==> config.mk <==
export PLATFORM = sky130hd
export DESIGN_NAME = rotary_quadrature_generator
export DESIGN_NICKNAME = d
export VERILOG_FILES = /design/src/rtl/rotary_quadrature_generator_pkg.sv /design/src/rtl/rotary_pending_counter.sv /design/src/rtl/rotary_quadrature_generator.sv
export SDC_FILE = /design/constraint.sdc
export NUM_CORES = 1
export LEC_CHECK = 0
export ABC_AREA = 1
export BUFFER_PORTS_ARGS = -buffer_cell sky130_fd_sc_hd__buf_2
export CORE_ASPECT_RATIO = 1.2
export CORE_MARGIN = 8
export CORE_UTILIZATION = 46
export CTS_CLUSTER_SIZE = 28
export DETAILED_ROUTE_END_ITERATION = 12
export PLACE_DENSITY = 0.64
export SLEW_MARGIN = 20
export SYNTH_ARGS = -nofsm -noshare
export SYNTH_HDL_FRONTEND = slang
export SYNTH_SLANG_ARGS = --single-unit
==> constraint.sdc <==
create_clock -name clock -period 4.2 [get_ports clock]
set_input_delay 1.26 -clock clock [delete_from_list [all_inputs] [get_ports clock]]
set_output_delay 1.26 -clock clock [all_outputs]
set_load 0.03 [all_outputs]
==> src/rtl/rotary_quadrature_generator_pkg.sv <==
// Shared state encodings, quadrature code constants and per-direction
// code tables for the rotary quadrature generator.
package rotary_quadrature_generator_pkg;

   typedef enum logic [2:0] {
      ST_IDLE = 3'd0,
      ST_Q1   = 3'd1,
      ST_Q2   = 3'd2,
      ST_Q3   = 3'd3,
      ST_Q4   = 3'd4
   } state_e;

   localparam logic [1:0] ROT_REST = 2'b00;
   localparam logic [1:0] ROT_A    = 2'b10;
   localparam logic [1:0] ROT_AB   = 2'b11;
   localparam logic [1:0] ROT_B    = 2'b01;

   // Index 0 is the first code of a detent, index 3 the settle code.
   localparam logic [3:0][1:0] RIGHT_SEQ = {ROT_REST, ROT_B, ROT_AB, ROT_A};
   localparam logic [3:0][1:0] LEFT_SEQ  = {ROT_REST, ROT_A, ROT_AB, ROT_B};

   function automatic logic [1:0] phase_code(input state_e st, input logic dir_left);
      logic [1:0] idx;
      idx = 2'(st - ST_Q1);
      if (st == ST_IDLE) return ROT_REST;
      return dir_left ? LEFT_SEQ[idx] : RIGHT_SEQ[idx];
   endfunction

endpackage

==> src/rtl/rotary_pending_counter.sv <==
// Signed saturating backlog of step commands. Inputs that would overflow
// are discarded and flagged; the consume term is always applied.
module rotary_pending_counter #(
   parameter int WIDTH = 4
) (
   input  logic                    clock,
   input  logic                    reset,
   input  logic                    inc,
   input  logic                    dec,
   input  logic                    consume,
   input  logic                    consume_left,
   output logic signed [WIDTH-1:0] pending,
   output logic                    dropped,
   output logic                    nonzero,
   output logic                    negative
);

   localparam logic signed [WIDTH:0] ONE = (WIDTH+1)'(1);
   localparam logic signed [WIDTH:0] MAX = (WIDTH+1)'((1 << (WIDTH-1)) - 1);

   logic signed [WIDTH-1:0] pending_q, pending_d;
   logic                    dropped_q, dropped_d;
   logic signed [WIDTH:0]   pend_x, contrib, with_in, base;

   always_comb begin
      pend_x  = {pending_q[WIDTH-1], pending_q};
      contrib = '0;
      if (inc && !dec)      contrib = ONE;
      else if (dec && !inc) contrib = -ONE;
      with_in   = pend_x + contrib;
      dropped_d = (with_in > MAX) || (with_in < -MAX);
      base      = dropped_d ? pend_x : with_in;
      // A started detent moves the backlog one step back toward zero.
      if (consume) base = base - (consume_left ? -ONE : ONE);
      pending_d = WIDTH'(base);
   end

   always_ff @(posedge clock) begin
      if (reset) begin
         pending_q <= '0;
         dropped_q <= 1'b0;
      end else begin
         pending_q <= pending_d;
         dropped_q <= dropped_d;
      end
   end

   assign pending  = pending_q;
   assign dropped  = dropped_q;
   assign nonzero  = |pending_q;
   assign negative = pending_q[WIDTH-1];

endmodule

==> src/rtl/rotary_quadrature_generator.sv <==
// Emits rotary-encoder A/B quadrature detents from queued step commands,
// one detent after another, each code held PHASE_CYCLES cycles.
module rotary_quadrature_generator
   import rotary_quadrature_generator_pkg::*;
#(
   parameter int PHASE_CYCLES  = 4,
   parameter int PENDING_WIDTH = 4
) (
   input  logic                            clock,
   input  logic                            reset,
   input  logic                            step_right,
   input  logic                            step_left,
   output logic [1:0]                      rotary,
   output logic                            busy,
   output logic                            done,
   output logic                            dropped,
   output logic signed [PENDING_WIDTH-1:0] pending
);

   localparam int TW = (PHASE_CYCLES > 1) ? $clog2(PHASE_CYCLES) : 1;
   localparam logic [TW-1:0] TIMER_LAST = TW'(PHASE_CYCLES - 1);

   state_e          state_q, state_d;
   logic [TW-1:0]   timer_q, timer_d;
   logic            dir_left_q, dir_left_d;
   logic [1:0]      rotary_q, rotary_d;
   logic            done_q, done_d;
   logic            start, pend_nz, pend_neg;

   rotary_pending_counter #(.WIDTH(PENDING_WIDTH)) u_pending (
      .clock        (clock),
      .reset        (reset),
      .inc          (step_right),
      .dec          (step_left),
      .consume      (start),
      .consume_left (pend_neg),
      .pending      (pending),
      .dropped      (dropped),
      .nonzero      (pend_nz),
      .negative     (pend_neg)
   );

   always_comb begin
      state_d    = state_q;
      timer_d    = timer_q;
      dir_left_d = dir_left_q;
      start      = 1'b0;
      if (state_q == ST_IDLE) begin
         start = pend_nz;
      end else if (timer_q == TIMER_LAST) begin
         timer_d = '0;
         case (state_q)
            ST_Q1:   state_d = ST_Q2;
            ST_Q2:   state_d = ST_Q3;
            ST_Q3:   state_d = ST_Q4;
            default: begin
               state_d = ST_IDLE;
               start   = pend_nz;
            end
         endcase
      end else begin
         timer_d = timer_q + TW'(1);
      end
      // Back-to-back detents skip IDLE so the period stays 4*PHASE_CYCLES.
      if (start) begin
         state_d    = ST_Q1;
         timer_d    = '0;
         dir_left_d = pend_neg;
      end
      rotary_d = phase_code(state_d, dir_left_d);
      done_d   = (state_d == ST_Q4) && (timer_d == TIMER_LAST);
   end

   always_ff @(posedge clock) begin
      if (reset) begin
         state_q    <= ST_IDLE;
         timer_q    <= '0;
         dir_left_q <= 1'b0;
         rotary_q   <= ROT_REST;
         done_q     <= 1'b0;
      end else begin
         state_q    <= state_d;
         timer_q    <= timer_d;
         dir_left_q <= dir_left_d;
         rotary_q   <= rotary_d;
         done_q     <= done_d;
      end
   end

   assign rotary = rotary_q;
   assign done   = done_q;
   assign busy   = (state_q != ST_IDLE);

endmodule

; ---- Word-level counts from Yosys, hierarchy flattened
; Cells that the tools add are included.
[op_classes]
addsub = 4
n_lt_le_gt_ge = 3
eq_ne = 6
mux = 24
reduce_logical = 11
[ops]
columns = operator, count
row1 = 2-bit two-way mux, 8
row2 = 4-bit two-way mux, 3
row3 = 5-bit two-way mux, 2
row4 = 3-bit two-way mux, 3
row5 = 3-bit one-hot mux with 3 select lines, 1
row6 = 2-bit binary-select mux with 2-bit select, 2
row7 = "3-bit by 2-bit == test with 1-bit output, second input constant", 2
row8 = 3-bit logical NOT, 2
row9 = 4-bit by 5-bit adder with 5-bit output, 1
row10 = "5-bit by 4-bit > comparator with 1-bit output, second input constant", 1
row11 = "5-bit by 4-bit less-than comparator with 1-bit output, second input constant", 1
row12 = 1-bit two-way mux, 5
row13 = "2-bit == test, second input constant", 2
row14 = 4-bit OR reduction, 1
row15 = 4-bit subtractor, 1
row16 = "3-bit by 1-bit == test with 1-bit output, second input constant", 1
row17 = "3-bit == test, second input constant", 1
row18 = 1-bit logical AND, 3
row19 = "2-bit by 3-bit less-than comparator with 1-bit output, second input constant", 1
row20 = 3-bit nonzero test, 1
row21 = 3-bit OR reduction, 1
row22 = "2-bit by 1-bit adder with 2-bit output, second input constant", 1
row23 = 1-bit logical NOT, 2
row24 = "2-bit by 1-bit subtractor with 2-bit output, second input constant", 1
row25 = 1-bit logical OR, 1
[totals]
regBits = 14
output_inout_bits = 9
word_cells = 55

; ---- Depth between registers and ports, before layout
; Gate-level depths: netlist (run 1).
[depth]
word_depth = 11
mapped_depth = 27
depth_no_buf = 27

; ---- By module
; A second synthesis (run 1) with hierarchy kept.
[hier_totals]
cells_unflattened = 171
hier_area_um2 = 1079.8
[by_module_without_submodules]
columns = mod, n_inst, cells_each, area_per_inst_um2
row1 = rotary_pending_counter, 1, 102, 599.3
row2 = rotary_quadrature_generator, 1, 69, 480.5

; ---- Worst setup path before layout (run 1)
; No wires, ideal clock.
[synth_path]
path_kind = input to register
startpoint = input step_right
endpoint = register u_pending.pending_q[2] (netlist: u_pending.pending[2])
setup_ns = 0.080
arrival_ns = 3.521
slack_ns = 0.599
stages = 21
cell_sequence = inv_1 -> ha_1 -> nand2_1 -> inv_1 -> nor2_2 -> ha_1 -> inv_1 -> nand2_1 -> inv_1 -> nand2_1 -> nand2_1 -> nand2_1 -> nand2_1 -> inv_1 -> nand2_2 -> nand2_4 -> o21ai_1 -> inv_1 -> fa_1 -> xor2_1 -> a211oi_2
[synth_between]
elab_chain_cells = 10
[synth_lines]
columns = element, line
row1 = from (decl), rotary_quadrature_generator.sv:11  ; input logic step_right,
row2 = 1-bit logical NOT, rotary_pending_counter.sv:29  ; else if (dec && !inc) contrib = -ONE;
row3 = 1-bit logical AND, rotary_pending_counter.sv:29
row4 = 5-bit two-way mux, rotary_pending_counter.sv:29
row5 = 5-bit two-way mux (*), rotary_pending_counter.sv:28  ; if (inc && !dec) contrib = ONE;
row6 = 4-bit by 5-bit adder with 5-bit output (*), rotary_pending_counter.sv:30  ; with_in = pend_x + contrib;
row7 = 5-bit by 4-bit > comparator with 1-bit output or 5-bit by 4-bit less-than comparator with 1-bit output (tied branches), rotary_pending_counter.sv:31  ; dropped_d = (with_in > MAX) || (with_in < -MAX);
row8 = 1-bit logical OR, rotary_pending_counter.sv:31
row9 = 4-bit two-way mux (*), rotary_pending_counter.sv:32  ; base = dropped_d ? pend_x : with_in;
row10 = 4-bit subtractor, rotary_pending_counter.sv:34  ; if (consume) base = base - (consume_left ? -ONE : ONE);
row11 = 4-bit two-way mux (*), rotary_pending_counter.sv:34
row12 = to (signal assigned), rotary_pending_counter.sv:43  ; pending_q <= pending_d;
row13 = to (decl), rotary_pending_counter.sv:21  ; logic signed [WIDTH-1:0] pending_q, pending_d;
; Every way passes the cells marked *; elsewhere a longest branch is shown, timed or not.
; A chain may end at the register's enable or synchronous reset.

; ---- Final worst setup path (run 1)
; Same ends and word-level chain as after synthesis.

==> results of run 1 <==
-- logic make-up (layout without fill, tap and decap cells) --
logic type	count (synthesis)	after routing	share of synthesized area [%]
adder cells (fa/ha/maj)	9	9	11.5
multiplexers	1	1	0.958
AND/OR/NAND/NOR	69	69	33.5
buffers and inverters	32	45	11.9
AO/OA/AOI/OAI	23	23	13.7
XOR/XNOR	2	2	1.68
flip-flops	14	14	26.8
-- registers in the layout, indices dropped and copies added (netlist names) --
name / count
dir_left_q: 1
done: 1
rotary: 2
state_q: 3
timer_q: 2
u_pending.dropped: 1
u_pending.pending: 4
-- final timing paths --
path,end,from,cells past startpoint
max reg2reg,u_pending.pending[2],u_pending.pending[1],19
min reg2reg,timer_q[1],timer_q[1],2
max,u_pending.pending[2],step_right,22
min,timer_q[1],timer_q[1],2
-- layer usage --
metal  routed length (µm)  global-route usage (%)  part of all wire (%)  vias up
li1                     -                       -                     -      499
met1                  868                    10.8                    40      424
met2                 1230                    24.1                    57        9
met3                   35                    1.13                   1.6        2
met4                   15                    4.48                  0.70        0
met5                    0                       0                     0        -
-- power groups by stage --
stage / clock (mW) / sequential, mW / combinational (mW)
6_report: 0.0711 / 0.209 / 0.610
5_1_grt: 0.0797 / 0.214 / 0.698
4_1_cts: 0.0758 / 0.208 / 0.617
3_5_place_dp: 0 / 0.211 / 0.614
3_3_place_gp: 0 / 0.211 / 0.592
2_1_floorplan: 0 / 0.247 / 0.457
-- cells in the mapped netlist --
cell	number	area (µm²)
nand4_1	2	12.5
nor3_4	1	16.3
o21ai_2	1	8.76
xnor2_1	1	8.76
o21ai_1	3	15.0
xor2_1	1	8.76
buf_1	1	3.75
a21oi_1	9	45.0
o21ai_0	3	15.0
nand3_2	5	50.1
a31oi_1	1	6.26
a22oi_1	2	15.0
inv_1	29	109
nand2_1	29	109
nand2_2	7	43.8
nor2_2	3	18.8
inv_2	1	3.75
ha_1	8	100
o211ai_1	1	7.51
dfxtp_1	14	280
nor4_1	2	12.5
buf_4	1	7.51
a211oi_2	1	12.5
nand2_4	1	11.3
fa_1	1	20.0
nor2_1	16	60.1
a21oi_2	2	17.5
mux2i_1	1	10.0
or2_2	1	6.26
nand3_1	2	10.0
-- layout make-up --
cell class / count / area, µm² / share of cell area [%]
Multi-Input combinational cell: 104 / 641 / 55.5
Timing Repair Buffer: 12 / 60.1 / 5.20
Clock buffer: 3 / 22.5 / 1.95
Sequential cell: 14 / 280 / 24.3
Tap cell: 31 / 38.8 / 3.36
Inverter: 30 / 113 / 9.75
-- stage by stage --
stage | instances | setup slack [ns] | cell area [µm²] | utilization, %
after floorplan | 150 | 0.599 | 1040 | -
after global placement | 191 | 0.277 | 1130 | 51.2
after detailed placement | 191 | 0.211 | 1130 | 51.2
after CTS | 194 | 0.499 | 1150 | 52.2
after global routing | 194 | 0.154 | 1150 | 52.2
final | 194 | 0.485 | 1150 | 52.2
-- worst max-delay path: stages --
cell and delay (ns):
buf_2 0.09, inv_1 0.06, ha_1 0.30, nand2_1 0.08
inv_1 0.10, nor2_2 0.05, ha_1 0.19, inv_1 0.05
nand2_1 0.08, inv_1 0.06, nand2_1 0.04, nand2_1 0.08
nand2_1 0.08, nand2_1 0.07, inv_1 0.04, nand2_2 0.08
nand2_4 0.08, o21ai_1 0.24, inv_1 0.10, fa_1 0.40
xor2_1 0.16, a211oi_2 0.20
==> flow_summary.json, run 1 <==
{
  "htreeDepth": 1,
  "p_clk_share_pct": 8.0,
  "holdBufCountCts": 0,
  "fill_cells": 237,
  "p_sw_mw": 0.465,
  "endpoint_kind": "flop",
  "cts_setup_buffers": 0,
  "synth_warnings": 0,
  "routed_wl_mm": 2.15,
  "cp.required_ns": 4.39,
  "vias": 934,
  "cts_buffers": 3,
  "hold_viol_final": 0,
  "swShare_pct": 52.2,
  "rsz0062_at_grt": "false",
  "dieArea_um2": 4060,
  "cts_tree": "yes",
  "cts_root_buf": "clkbuf_4",
  "grt_antenna_before_repair": 0,
  "die_h_um": 68.2,
  "power_density_nw_per_um2": 770,
  "grt_pass1_wl_mm": 3.66,
  "ys_ff_latch": 14,
  "finalPower_mw": 0.890,
  "boundaryPins": 13,
  "r2r_slack_ns": 1.52,
  "route.detailed.drc": 0,
  "track_usage_pct": 11.5,
  "seq_area_frac_synth_pct": 26.8,
  "maxSlewViolCount": 0,
  "outcome": "finished, final reports clean",
  "tns_ns": 0,
  "overflow": 0,
  "drt-pass1-iter-count": 4,
  "layout.nets": 178,
  "internal-power_mw": 0.425,
  "postRouteAntennaNets": 0,
  "seqPwrFrac_pct": 23.5,
  "grt_pass1_vias": 922,
  "power_leakage_nw": 0.615,
  "syn_avg_cell_area_um2": 6.97,
  "clock_path_buffers": 2,
  "synth_area_um2": 1040,
  "ir_worst_vdd_mv": 0.481,
  "finClkSkew_ns": 0.00248,
  "die_x_um": 59.5,
  "crit_arrival_ns": 3.91,
  "worstMarginPinSlew_ns": 0.488,
  "clk_pin_slew_worst_paths_ns": 0.08,
  "period_share_pct": 88.4,
  "start_util_pct": 47.3,
  "grt_max_degree": 11,
  "vias_per_cell": 4.81,
  "max-slew-margin-rel_pct": 67.2,
  "timing.hold.ws_ns": 0.557,
  "place_congestion": 0.755,
  "cts_num_sinks": 14,
  "io_buffers": 12,
  "dpl.hpwl_mm": 1.79,
  "path_class": "input pin to flop",
  "min_period_ns": 3.71,
  "worstSkewPairLatency_ns": 0.27,
  "core-area_um2": 2210,
  "n_antenna_cell": 0,
  "comb_power_share_pct": 68.5,
  "wl_per_cell_um": 11.1,
  "cts.repair.resized": 0,
  "area_growth_pct": 10.5,
  "drt_iter0_drc": 13,
  "final_cell_mix": "inv_1 (29), nand2_1 (29), nor2_1 (16), dfxtp_1 (14), buf_2 (12)",
  "drv_cap": 0,
  "placementRows": 19,
  "crit_path_start_kind": "input pin",
  "cp_max_fo": 7,
  "min_path_type": "flop to flop",
  "drive_gt1_share_pct": 23.3,
  "synth_cell_types": 30,
  "syn-instance-count": 150,
  "fmax_mhz": 269,
  "setup_violations": 0,
  "syn-num-nets": 163
}
No activity file was read; power rests on OpenSTA's default activity.
==> run 2, diff against run 1 <==
CORE_UTILIZATION = 40   (was 46)
PLACE_DENSITY = 0.57   (was 0.64)
==> run 2 against run 1 <==
  * Clock power increased by 38%
  * Largest power group unchanged
  * Clock-buffer cell count grew 1
  * Total power increased by 3.1%
  * Worst setup slack better by 0.081 ns
  * Clock skew is 0.0032 ns higher
  * Cell count rose by 1.5%
  * Utilization shrank 5.4 points
==> flow_summary.json, run 2 (same netlist as run 1, synthesis figures left out) <==
{
  "fill_cells": 286,
  "placementRows": 20,
  "hold_depth": 2,
  "dieArea_um2": 4510,
  "wl_per_cell_um": 11.5,
  "core-area_um2": 2500,
  "dpl.hpwl_mm": 1.83,
  "r2r-start": "u_pending.pending[1]",
  "grt_pass1_vias": 1002,
  "worstMarginPinSlew_ns": 0.478,
  "cts_buffers": 3,
  "htreeDepth": 1,
  "area_growth_pct": 12.1,
  "start_util_pct": 41.8,
  "final_cell_mix": "inv_1 (29), nand2_1 (29), nor2_1 (16), dfxtp_1 (14), buf_2 (12)",
  "worstSkewPairLatency_ns": 0.28,
  "finClkSkew_ns": 0.00569,
  "endpoint_kind": "flop",
  "rsz0062_at_grt": "false",
  "multi_input_area_um2": 641,
  "maxSlewViolCount": 0,
  "tns_ns": 0,
  "place_congestion": 0.837,
  "layout.nets": 178,
  "io_buffers": 12,
  "final_util_pct": 46.8,
  "n_antenna_cell": 0,
  "drt-pass1-iter-count": 4,
  "grt_antenna_before_repair": 0,
  "swShare_pct": 51.7,
  "die_x_um": 62.7,
  "grt_pass1_wl_mm": 4.08,
  "boundaryPins": 13,
  "drv_cap": 0,
  "cts_setup_buffers": 0,
  "routed_wl_mm": 2.26,
  "grt_max_degree": 11,
  "crit_path_start_kind": "input pin",
  "fmax_mhz": 275,
  "placed_cell_area_um2": 1130,
  "cp.required_ns": 4.42,
  "drt_iter0_drc": 21,
  "period_share_pct": 86.5,
  "cts_num_sinks": 14,
  "p_sw_mw": 0.474,
  "cp_max_fo": 7,
  "r2r-end": "u_pending.pending[3]",
  "min_path_type": "flop to flop",
  "clock_path_buffers": 2,
  "worstHoldStart": "timer_q[1]",
  "seqPwrFrac_pct": 23.1,
  "power_leakage_nw": 0.622,
  "ir_worst_vdd_mv": 0.365,
  "setup_violations": 0,
  "comb_power_share_pct": 66.2,
  "max-slew-margin-rel_pct": 68.1,
  "postRouteAntennaNets": 0,
  "regArea_um2": 280,
  "route.detailed.drc": 0,
  "fin_area_um2": 1170,
  "largest_reg_flops": 4,
  "overflow": 0,
  "internal-power_mw": 0.443,
  "reg2reg_depth": 21,
  "die_h_um": 72.0,
  "path_class": "input pin to flop",
  "crit_arrival_ns": 3.85,
  "outcome": "finished, final reports clean",
  "holdBufCountCts": 0,
  "cts_root_buf": "clkbuf_4",
  "hold_viol_final": 0,
  "p_clk_share_pct": 10.7,
  "drive_gt1_share_pct": 23.8,
  "vias_per_cell": 4.87,
  "vias": 960,
  "track_usage_pct": 10.8,
  "min_to": "timer_q[1]",
  "min_period_ns": 3.63,
  "clk_pin_slew_worst_paths_ns": 0.09,
  "cts.repair.resized": 0,
  "r2r_slack_ns": 1.57,
  "cts_tree": "yes",
  "power_density_nw_per_um2": 783
}
run 2: per-layer routing:
metal | vias up | track usage, % | wire (µm)
li1 | 502 | - | -
met1 | 440 | 10.8 | 962
met2 | 12 | 20.2 | 1160
met3 | 6 | 2.31 | 81
met4 | 0 | 6.09 | 53
met5 | - | 0 | 0
run 2: cell type report:
class	count	area share [%]
Timing Repair Buffer	12	5.13
Multi-Input combinational cell	104	54.7
Inverter	30	9.62
Tap cell	33	3.53
Sequential cell	14	23.9
Clock buffer	4	3.10
run 2: power by group through the flow:
stage,registers (mW),logic [mW],clock network [mW]
floorplan,0.247,0.457,0
global placement,0.213,0.594,0
detailed placement,0.215,0.612,0
CTS,0.212,0.615,0.100
global route,0.216,0.692,0.109
finish,0.212,0.607,0.0979
run 2: how the worst max path moves through the flow:
stage          startpoint                   end  slack, ns  cells after the start
3_3_place_gp   step_right  u_pending.pending[2]       0.38                     22
5_1_grt        step_right  u_pending.pending[3]       0.22                     25
2_1_floorplan  step_right  u_pending.pending[2]       0.60                     21
4_1_cts        step_right  u_pending.pending[3]       0.56                     24
6_report       step_right  u_pending.pending[3]       0.57                     24
3_5_place_dp   step_right  u_pending.pending[3]       0.27                     24
run 2: stage by stage:
| step | instances | setup slack [ns] | total power, mW | hold WS, ns |
|---|---|---|---|---|
| after global placement | 193 | 0.377 | 0.808 | 0.521 |
| after detailed placement | 193 | 0.268 | 0.828 | 0.544 |
| after global routing | 197 | 0.221 | 1.02 | 0.626 |
| final | 197 | 0.566 | 0.917 | 0.560 |
| after floorplan | 150 | 0.599 | 0.704 | 0.500 |
| after CTS | 197 | 0.555 | 0.928 | 0.565 |
run 2: worst max-delay path: stages:
cell and delay [ns]:
buf_2 0.09, inv_1 0.07, ha_1 0.30, nand2_1 0.09, inv_1 0.09, nor2_2 0.05, ha_1 0.18, inv_1 0.05
nand2_1 0.07, nand2_2 0.09, nand2_1 0.08, nand2_1 0.09, nand2_1 0.05, inv_1 0.07, nand2_2 0.07, nand2_4 0.10
nor2_1 0.06, a21oi_2 0.14, ha_1 0.28, a21oi_1 0.21, nand3_1 0.11, nand2_1 0.08, nand2_1 0.06, a21oi_2 0.11
